**src/rtl/hazard5_muldiv_seq.sv**
```systemverilog
// Iterative RISC-V M-extension multiply/divide unit: magnitudes are iterated
// UNROLL steps per clock, then sign-corrected and presented with a one-cycle valid.
module hazard5_muldiv_seq #(
  parameter int XLEN   = 32,
  parameter int UNROLL = 1
) (
  input  logic            clk,
  input  logic            rst,
  input  logic            op_vld,
  output logic            op_rdy,
  input  logic [2:0]      op,
  input  logic [XLEN-1:0] op_a,
  input  logic [XLEN-1:0] op_b,
  input  logic            op_kill,
  output logic [XLEN-1:0] result,
  output logic            result_vld
);

  localparam int N  = XLEN / UNROLL;
  localparam int CW = (N > 1) ? $clog2(N) : 1;
  localparam logic [CW-1:0] CNT_INIT = CW'(N - 1);

  typedef enum logic [1:0] {IDLE, RUN, FIX, DONE} state_t;

  state_t              state_q, state_d;
  logic [2:0]          op_q, op_d;
  logic                sign_a_q, sign_a_d;
  logic                sign_b_q, sign_b_d;
  logic                div0_q, div0_d;
  logic [XLEN-1:0]     addend_q, addend_d;
  logic [2*XLEN-1:0]   acc_q, acc_d;
  logic [CW-1:0]       count_q, count_d;
  logic [XLEN-1:0]     result_q, result_d;
  logic                result_vld_q, result_vld_d;

  logic                signed_a_in, signed_b_in, sign_a_in, sign_b_in;
  logic [XLEN-1:0]     a_mag, b_mag;
  logic [2*XLEN-1:0]   acc_step;
  logic [XLEN:0]       sum_w, trial_w;
  logic [2*XLEN-1:0]   prod_fix;
  logic [XLEN-1:0]     quot_fix, rem_fix;

  // MULHU, DIVU and REMU are fully unsigned; MULHSU treats only op_a as signed.
  assign signed_a_in = (op != 3'b011) && (op != 3'b101) && (op != 3'b111);
  assign signed_b_in = signed_a_in && (op != 3'b010);
  assign sign_a_in   = signed_a_in && op_a[XLEN-1];
  assign sign_b_in   = signed_b_in && op_b[XLEN-1];
  assign a_mag       = sign_a_in ? -op_a : op_a;
  assign b_mag       = sign_b_in ? -op_b : op_b;

  assign op_rdy     = (state_q == IDLE) && !rst;
  assign result     = result_q;
  assign result_vld = result_vld_q;

  always_comb begin
    state_d      = state_q;
    op_d         = op_q;
    sign_a_d     = sign_a_q;
    sign_b_d     = sign_b_q;
    div0_d       = div0_q;
    addend_d     = addend_q;
    acc_d        = acc_q;
    count_d      = count_q;
    result_d     = result_q;
    result_vld_d = 1'b0;
    acc_step     = acc_q;
    sum_w        = '0;
    trial_w      = '0;

    prod_fix = (sign_a_q ^ sign_b_q) ? -acc_q : acc_q;
    quot_fix = ((sign_a_q ^ sign_b_q) && !div0_q) ? -acc_q[XLEN-1:0] : acc_q[XLEN-1:0];
    rem_fix  = sign_a_q ? -acc_q[2*XLEN-1:XLEN] : acc_q[2*XLEN-1:XLEN];

    case (state_q)
      IDLE: begin
        if (op_vld) begin
          op_d     = op;
          sign_a_d = sign_a_in;
          sign_b_d = sign_b_in;
          div0_d   = (op_b == '0);
          // Multiply: low half holds the multiplier; divide: low half holds the dividend.
          addend_d = op[2] ? b_mag : a_mag;
          acc_d    = {{XLEN{1'b0}}, (op[2] ? a_mag : b_mag)};
          count_d  = CNT_INIT;
          state_d  = RUN;
        end
      end
      RUN: begin
        for (int i = 0; i < UNROLL; i++) begin
          if (op_q[2]) begin
            trial_w = {acc_step[2*XLEN-1:XLEN], acc_step[XLEN-1]} - {1'b0, addend_q};
            if (!trial_w[XLEN])
              acc_step = {trial_w[XLEN-1:0], acc_step[XLEN-2:0], 1'b1};
            else
              acc_step = {acc_step[2*XLEN-2:0], 1'b0};
          end else begin
            sum_w    = {1'b0, acc_step[2*XLEN-1:XLEN]} +
                       {1'b0, (acc_step[0] ? addend_q : {XLEN{1'b0}})};
            acc_step = {sum_w, acc_step[XLEN-1:1]};
          end
        end
        acc_d   = acc_step;
        count_d = count_q - CW'(1);
        if (count_q == '0)
          state_d = FIX;
        if (op_kill)
          state_d = IDLE;
      end
      FIX: begin
        if (op_kill) begin
          state_d = IDLE;
        end else begin
          case (op_q)
            3'b000:                 result_d = prod_fix[XLEN-1:0];
            3'b001, 3'b010, 3'b011: result_d = prod_fix[2*XLEN-1:XLEN];
            3'b100, 3'b101:         result_d = quot_fix;
            default:                result_d = rem_fix;
          endcase
          result_vld_d = 1'b1;
          state_d      = DONE;
        end
      end
      DONE:    state_d = IDLE;
      default: state_d = IDLE;
    endcase
  end

  always_ff @(posedge clk) begin
    if (rst) begin
      state_q      <= IDLE;
      op_q         <= '0;
      sign_a_q     <= 1'b0;
      sign_b_q     <= 1'b0;
      div0_q       <= 1'b0;
      addend_q     <= '0;
      acc_q        <= '0;
      count_q      <= '0;
      result_q     <= '0;
      result_vld_q <= 1'b0;
    end else begin
      state_q      <= state_d;
      op_q         <= op_d;
      sign_a_q     <= sign_a_d;
      sign_b_q     <= sign_b_d;
      div0_q       <= div0_d;
      addend_q     <= addend_d;
      acc_q        <= acc_d;
      count_q      <= count_d;
      result_q     <= result_d;
      result_vld_q <= result_vld_d;
    end
  end

endmodule

```
**config.mk**
```make
export PLATFORM = sky130hd
export DESIGN_NAME = hazard5_muldiv_seq
export DESIGN_NICKNAME = d
export VERILOG_FILES = /design/src/rtl/hazard5_muldiv_seq.sv
export SDC_FILE = /design/constraint.sdc
export NUM_CORES = 1
export LEC_CHECK = 0
export ABC_AREA = 1
export CAP_MARGIN = 10
export CORE_MARGIN = 4
export CORE_UTILIZATION = 45
export CTS_CLUSTER_SIZE = 8
export DETAILED_ROUTE_END_ITERATION = 7
export DONT_BUFFER_PORTS = 1
export PLACE_DENSITY_LB_ADDON = 0.3
export SYNTH_ARGS = -nofsm -noshare
export SYNTH_HDL_FRONTEND = slang
export SYNTH_SLANG_ARGS = --single-unit
export TNS_END_PERCENT = 100
```
**constraint.sdc**
```tcl
create_clock -name clk -period 3.1 [get_ports clk]
set_input_delay 0.155 -clock clk [delete_from_list [all_inputs] [get_ports clk]]
set_output_delay 0.155 -clock clk [all_outputs]
set_load 0.1 [all_outputs]
```
==> qor.csv, run 1 <==
metric,value,unit
fin crit share,94.75,%
Area Overhead vs Synth,8.535,%
number of flops mapped to enable cells by yosys,0,
Die Ht,209.7,microns
maximum fanout along the worst path,32,
maximum VDD drop,0.0004351,V
WHS Path Cells,4,
full die area,0.04398,sq mm
Hold Startpoint,op_a[31],
top_reg_cell synth,dfxtp_1,
Initial Utilization,45.77,%
clock sink total,142,
# fillers,4488,
gpl congestion,1.107,
boundary pin count,105,
via count,22310,
CTS tree,built,
drt total wl,77630,microns
initial antenna violation count,0,
Yosys top cell by area,nand2_1,
DP Wirelength,61880,microns
Netlist cell types,53,
"Setup violations, final",0,
status,completed,
worst hold slack,20.05,ps
Worst Path Required,3420,ps
Clock Skew,13.35,ps
max frequency,0.3404,GHz
first-pass GRT wire length,117200,microns
Final Hold Fails,0,
Site Rows,73,
YS warnings,0,
share of the synthesized area in the top cell type,23.76,%
worst setup path category,flop to flop,
P_leak,10.62,nW
critical path cell sequence,ha_1 > a21oi_1 > nand2_1 > nand2_1 > nand2_1 > a21oi_1 > nand3_1 > nand2_4 > nand2_1 > nand2_1 > nand2_1 > nand2_1 > a21oi_2,
sequential fraction of the synthesis area,15.52,%
max cap viols,0,
Mapped Cells,3462,
pin count of the biggest net entering global routing,80,
startpoint types,flop,
TNS Setup,0,ps
Least-Margin Pin Slew,1052,ps
CP peak stage delay,740,ps
post-cts gate resize count,0,
gr ovfl total,0,
Initial DRC Count,3095,
Most common cell on crit path,nand2_1,
"Core Util, Final",49.68,%
WL per Instance,19.36,microns
Bufs on Longest Clock Path,2,
total CTS buffers,17,
"Async S/R FF share, synth",0,%
power per cell area,462.0,mW/mm^2
Buffers on Ports,0,
Post-DRT Antenna Nets,0,
Synth Cell Area,0.01831,sq mm
slack of the critical path,162.6,ps
multi-input combinational cell area,0.01270,sq mm
Avg Inst Size Synth,5.289,sq um
core area,0.04001,sq mm
r2r worst-path depth,13,
number of synthesized register bits,142,
# nets final,3615,
syn_nets,3605,
synth top area cells,"nand2_1 (24%), dfxtp_1 (16%), inv_1 (12%)",
Final Critical Period,2937,ps
Slew Limit Fails,0,
clock root cell,clkbuf_16,
DRT Pass-1 Iters,8,
worst reg2reg path endpoint,acc_q[59],
relative slew slack,29.79,%
RR Startpoint,acc_q[58],
vias in the first global route,20040,
pre-CTS setup slack,298.3,ps
unrepaired setup endpoints after global routing,false,
layout cells sized above 1,6.372,%
"Reg clk slew, reported paths",60,ps
post-CTS setup buffers,0,
FF/Latch Area,0.002844,sq mm
worst hold endpoint,addend_q[31],
residual DRC count,0,
most common cell in the netlist,nand2_1,
worst min path class,primary input to flop,
GRT Overall Usage,33.89,%
# diodes,0,
"setup slack, reg-to-reg",160,ps
CP Capture Type,flop,
Die Width,209.7,microns
Worst path slowest cell,dfxtp_1,
Max H-tree Level,4,
Worst Path Arrival,3260,ps
vias per cell,5.564,
Skew-Pair Late Insertion Delay,460,ps
"top cells by count, synth","nand2_1 (1159), inv_1 (576), nand3_1 (285), nor2_1 (285), a21oi_1 (233)",
==> state kept, by name, summed over array words and instances (netlist names) <==
register and cells:
result_vld 1, sign_b_q 1, result 32, op_q 3
count_q 5, state_q 2, sign_a_q 1, acc_q 64
addend_q 32, div0_q 1
==> placed cells by master (no fill, tap or decap), types with 6 or more instances in the layout <==
cell type	count
dlygate4sd3_1	11
xnor2_1	21
ha_1	70
nand3b_1	13
nor2_1	281
a31oi_1	11
a21oi_2	18
a21o_1	9
o2111ai_1	8
nor2_4	8
nor2_2	20
o211ai_1	23
and2_1	12
nand2_2	21
nand3_1	285
nand4_1	38
nand2_1	1158
o21ai_0	204
clkbuf_16	17
a22oi_1	7
xor2_1	67
o31ai_1	8
inv_2	12
inv_1	576
nor3_1	42
buf_4	97
or2_2	6
o21bai_1	7
a21oi_1	233
dfxtp_1	141
o21ai_1	7
==> where the power goes <==
group	switching (W)	internal, W	leakage, nW	total (W)
combinational	0.00350	0.00144	9.18	0.00493
clock	0.000860	0.00119	0.276	0.00205
sequential	0.000232	0.00196	1.16	0.00219
==> metal layers <==
layer | up-vias | GRT usage [%] | part of all wire [%]
met3 | 236 | 7.504 | 12
met2 | 1354 | 49.20 | 40
li1 | 10930 | - | -
met1 | 9786 | 46.95 | 42
met4 | 0 | 17.46 | 6.1
met5 | - | 0 | 0
==> what timing repair did <==
item,CTS,global route
hold buffers,12,0
setup endpoints to repair,0,0
hold endpoints to repair,81,0
==> layout make-up <==
| class | count | area share, % |
|---|---|---|
| sequential | 142 | 14.31 |
| multi-input combinational | 2610 | 63.93 |
| inverter | 591 | 11.16 |
| clock inverter | 11 | 0.5918 |
| timing repair buffer | 110 | 4.457 |
| clock buffer | 20 | 2.248 |
| tap | 525 | 3.305 |
==> critical path: cells and delay by family, from the launching register on <==
| family | cells | cell delay [ps] |
|---|---|---|
| AOI/OAI and AO/OA | 3 | 560 |
| DFF | 1 | 740 |
| adders and majority gates | 1 | 410 |
| and+or+nand+nor | 9 | 1110 |
==> worst max-delay path by stage <==
stage | start | to | slack (ps) | depth (start not counted)
floorplan | acc_q[0] | acc_q[61] | 590 | 21
global placement | acc_q[58] | acc_q[59] | 320 | 13
detailed placement | acc_q[58] | acc_q[61] | 300 | 13
CTS | acc_q[58] | acc_q[59] | 260 | 13
global route | acc_q[58] | acc_q[59] | 20 | 13
finish | acc_q[58] | acc_q[59] | 160 | 13
==> stage by stage <==
stage | area [sq um] | power (W) | instances
3_3_place_gp | 19170 | 0.006925 | 3966
6_report | 19870 | 0.009181 | 4009
2_1_floorplan | 18310 | 0.005579 | 3462
3_5_place_dp | 19170 | 0.006904 | 3966
4_1_cts | 19870 | 0.008998 | 4009
5_1_grt | 19870 | 0.009725 | 4009
==> cells by family (layout without fill, tap and decap cells) <==
kind of cell | after synthesis | count (layout) | synth area share, %
and+or+nand+nor | 1899 | 1899 | 43.42
AOI/OAI and AO/OA | 551 | 551 | 16.66
xor gates and xnor gates | 88 | 88 | 4.209
adders and majority gates | 72 | 72 | 5.002
DFF | 142 | 142 | 15.52
buffers and inverters | 710 | 732 | 15.19
Note: power is estimated with default switching activity, not from simulation.
==> run 2, diff against run 1 <==
Settings changed: ABC_AREA 1 to not set.
==> qor.csv, run 2 <==
metric,value,unit
synth top area cells,"dfxtp_1 (20%), xnor2_1 (7.2%), a21oi_1 (7.2%)",
boundary pin count,105,
Pint,0.004501,W
residual DRC count,0,
full die area,0.03492,sq mm
Max H-tree Level,4,
GRT Overall Usage,32.10,%
Hold Startpoint,rst,
number of flops mapped to enable cells by yosys,0,
r2r worst-path depth,14,
Synth Cell Area,0.01440,sq mm
gr ovfl total,0,
Post-DRT Antenna Nets,0,
Worst Path Required,3420,ps
Netlist cell types,77,
top_reg_cell synth,dfxtp_1,
relative slew slack,30.67,%
Sw Ratio,37.91,%
Clk network pwr share,30.6,%
Initial DRC Count,1950,
max cap viols,0,
Most common cell on crit path,or4_4,
maximum fanout along the worst path,4,
pin count of the biggest net entering global routing,83,
Least-Margin Pin Slew,1027,ps
DP Wirelength,44510,microns
"Async S/R FF share, synth",0,%
share of the synthesized area in the top cell type,19.74,%
worst setup path category,primary input to flop,
power per cell area,404.1,mW/mm^2
vias in the first global route,15760,
Site Rows,65,
Bufs on Longest Clock Path,2,
"top cells by count, synth","nor2_1 (227), a21oi_1 (208), nand2_1 (178), clkbuf_1 (148), dfxtp_1 (142)",
Die Width,186.9,microns
Avg Inst Size Synth,7.037,sq um
status,completed,
Comb power frac,41.1,%
"Setup violations, final",0,
sequential fraction of the synthesis area,19.74,%
Clock Skew,12.42,ps
Worst setup startpoint,op_b[17],
maximum VDD drop,0.0002954,V
vias per cell,6.362,
WHS Path Cells,2,
Area Overhead vs Synth,24.59,%
Worst Path Arrival,3340,ps
# diodes,0,
Final Hold Fails,0,
Top reg by flops,acc_q,
buffers and inverters on the worst path,1,
WL per Instance,22.58,microns
Skew-Pair Late Insertion Delay,440,ps
drt total wl,59190,microns
clock sink total,142,
Yosys top cell by area,dfxtp_1,
pre-CTS setup slack,-210.3,ps
total CTS buffers,17,
slack of the critical path,79.73,ps
critical path cell sequence,or4_4 > or3_4 > or4_4 > or3b_4 > o21ai_2 > xor2_1 > nand2_1 > o211ai_1 > o31ai_1 > dlygate4sd3_1,
# nets final,2350,
P_leak,7.529,nW
"most common cell after layout, fill and taps aside",nor2_1,
most common cell in the netlist,nor2_1,
fin crit share,97.43,%
worst min path class,primary input to flop,
first-pass GRT wire length,89800,microns
TNS Setup,0,ps
"Reg clk slew, reported paths",70,ps
most frequent cells in the layout,"nor2_1 (225), buf_4 (224), a21oi_1 (202)",
number of synthesized register bits,142,
via count,16680,
YS warnings,0,
multi-input combinational cell area,0.01100,sq mm
kind of cell adding the most delay to the critical path,simple AND/OR/NAND/NOR gates,
Tot Pwr,0.007248,W
Buffers on Ports,0,
Initial Utilization,45.63,%
DRT Pass-1 Iters,6,
sw power,0.002747,W
layout cells sized above 1,16.31,%
startpoint types,primary input,
CP peak stage delay,580,ps
Die Ht,186.9,microns
unrepaired setup endpoints after global routing,true,
Mapped Cells,2046,
# fillers,3092,
Worst path slowest cell,dlygate4sd3_1,
clock root cell,clkbuf_16,
max FFs per register,64,
initial antenna violation count,0,
number of stages on the worst setup path,10,
Slew Limit Fails,0,
Final Critical Period,3020,ps
core area,0.03156,sq mm
gpl congestion,1.012,
RR Startpoint,addend_q[22],
Reg power frac,28.2,%
FF/Latch Area,0.002851,sq mm
syn_nets,2189,
CTS tree,built,
CP Capture Type,flop,
max frequency,0.3311,GHz
## run 2: metal layers
| metal | global-route usage, % | vias to the layer above | routed length [microns] |
|---|---|---|---|
| li1 | - | 7731 | - |
| met1 | 42.25 | 7944 | 24290 |
| met2 | 50.20 | 843 | 25920 |
| met3 | 6.234 | 157 | 5644 |
| met4 | 16.47 | 0 | 3340 |
| met5 | 0 | - | 0 |
## run 2: power groups by stage
stage	logic, W	clock network [W]	registers (W)
2_1_floorplan	0.00174	0	0.00205
3_3_place_gp	0.00259	0	0.00207
3_5_place_dp	0.00261	0	0.00208
4_1_cts	0.00281	0.00222	0.00204
5_1_grt	0.00320	0.00229	0.00206
6_report	0.00298	0.00222	0.00205
## run 2: kinds of logic after synthesis
family	share of synthesized area (%)
multiplexers	4.258
AO/OA/AOI/OAI	30.37
flip-flops	19.74
XOR/XNOR	11.50
adder cells (fa/ha/maj)	6.361
buffers and inverters	6.466
AND/OR/NAND/NOR	21.30
## run 2: final cells by class
class,instances,area share (%)
clock buffer,21,2.623
timing repair buffer,310,14.93
tap,402,2.804
multi-input combinational,1660,61.35
sequential,142,15.90
inverter,76,1.625
clock inverter,10,0.7673
## run 2: worst paths after layout
kind                       end  slack, ps
setup reg to reg      acc_q[0]         90
hold reg to reg     result[11]        460
hold / removal      result[27]         20
setup / recovery  addend_q[25]         80
## run 2: per-stage QoR
step | cell area [sq um] | utilization (%) | instances | hold WS (ps)
floorplan | 14410 | - | 2046 | 234.3
global placement | 16110 | 51.05 | 2509 | 235.3
detailed placement | 16110 | 51.05 | 2509 | 237.3
CTS | 17590 | 55.73 | 2616 | 8.960
global route | 17940 | 56.84 | 2621 | 33.16
finish | 17940 | 56.84 | 2621 | 24.16
## run 2: worst reg2reg max path, stage by stage, from the launching register on
cell and delay [ps]:
dfxtp_1 430, inv_1 120, ha_2 220, a21oi_1 190, o211ai_1 180, a211oi_1 270
o41a_1 190, o221ai_2 100, buf_4 160, xor2_4 180, buf_4 170, bufbuf_16 280
mux2_2 270, nand2_1 70, a21oi_1 60
## run 2: what timing repair did
item	4_1_cts	5_1_grt
resized for setup	20	69
setup endpoints to repair	26	46
pin swaps	3	18
endpoints found under the hold margin	99	2
gates cloned	1	1
setup buffers	2	4
hold buffers	73	1
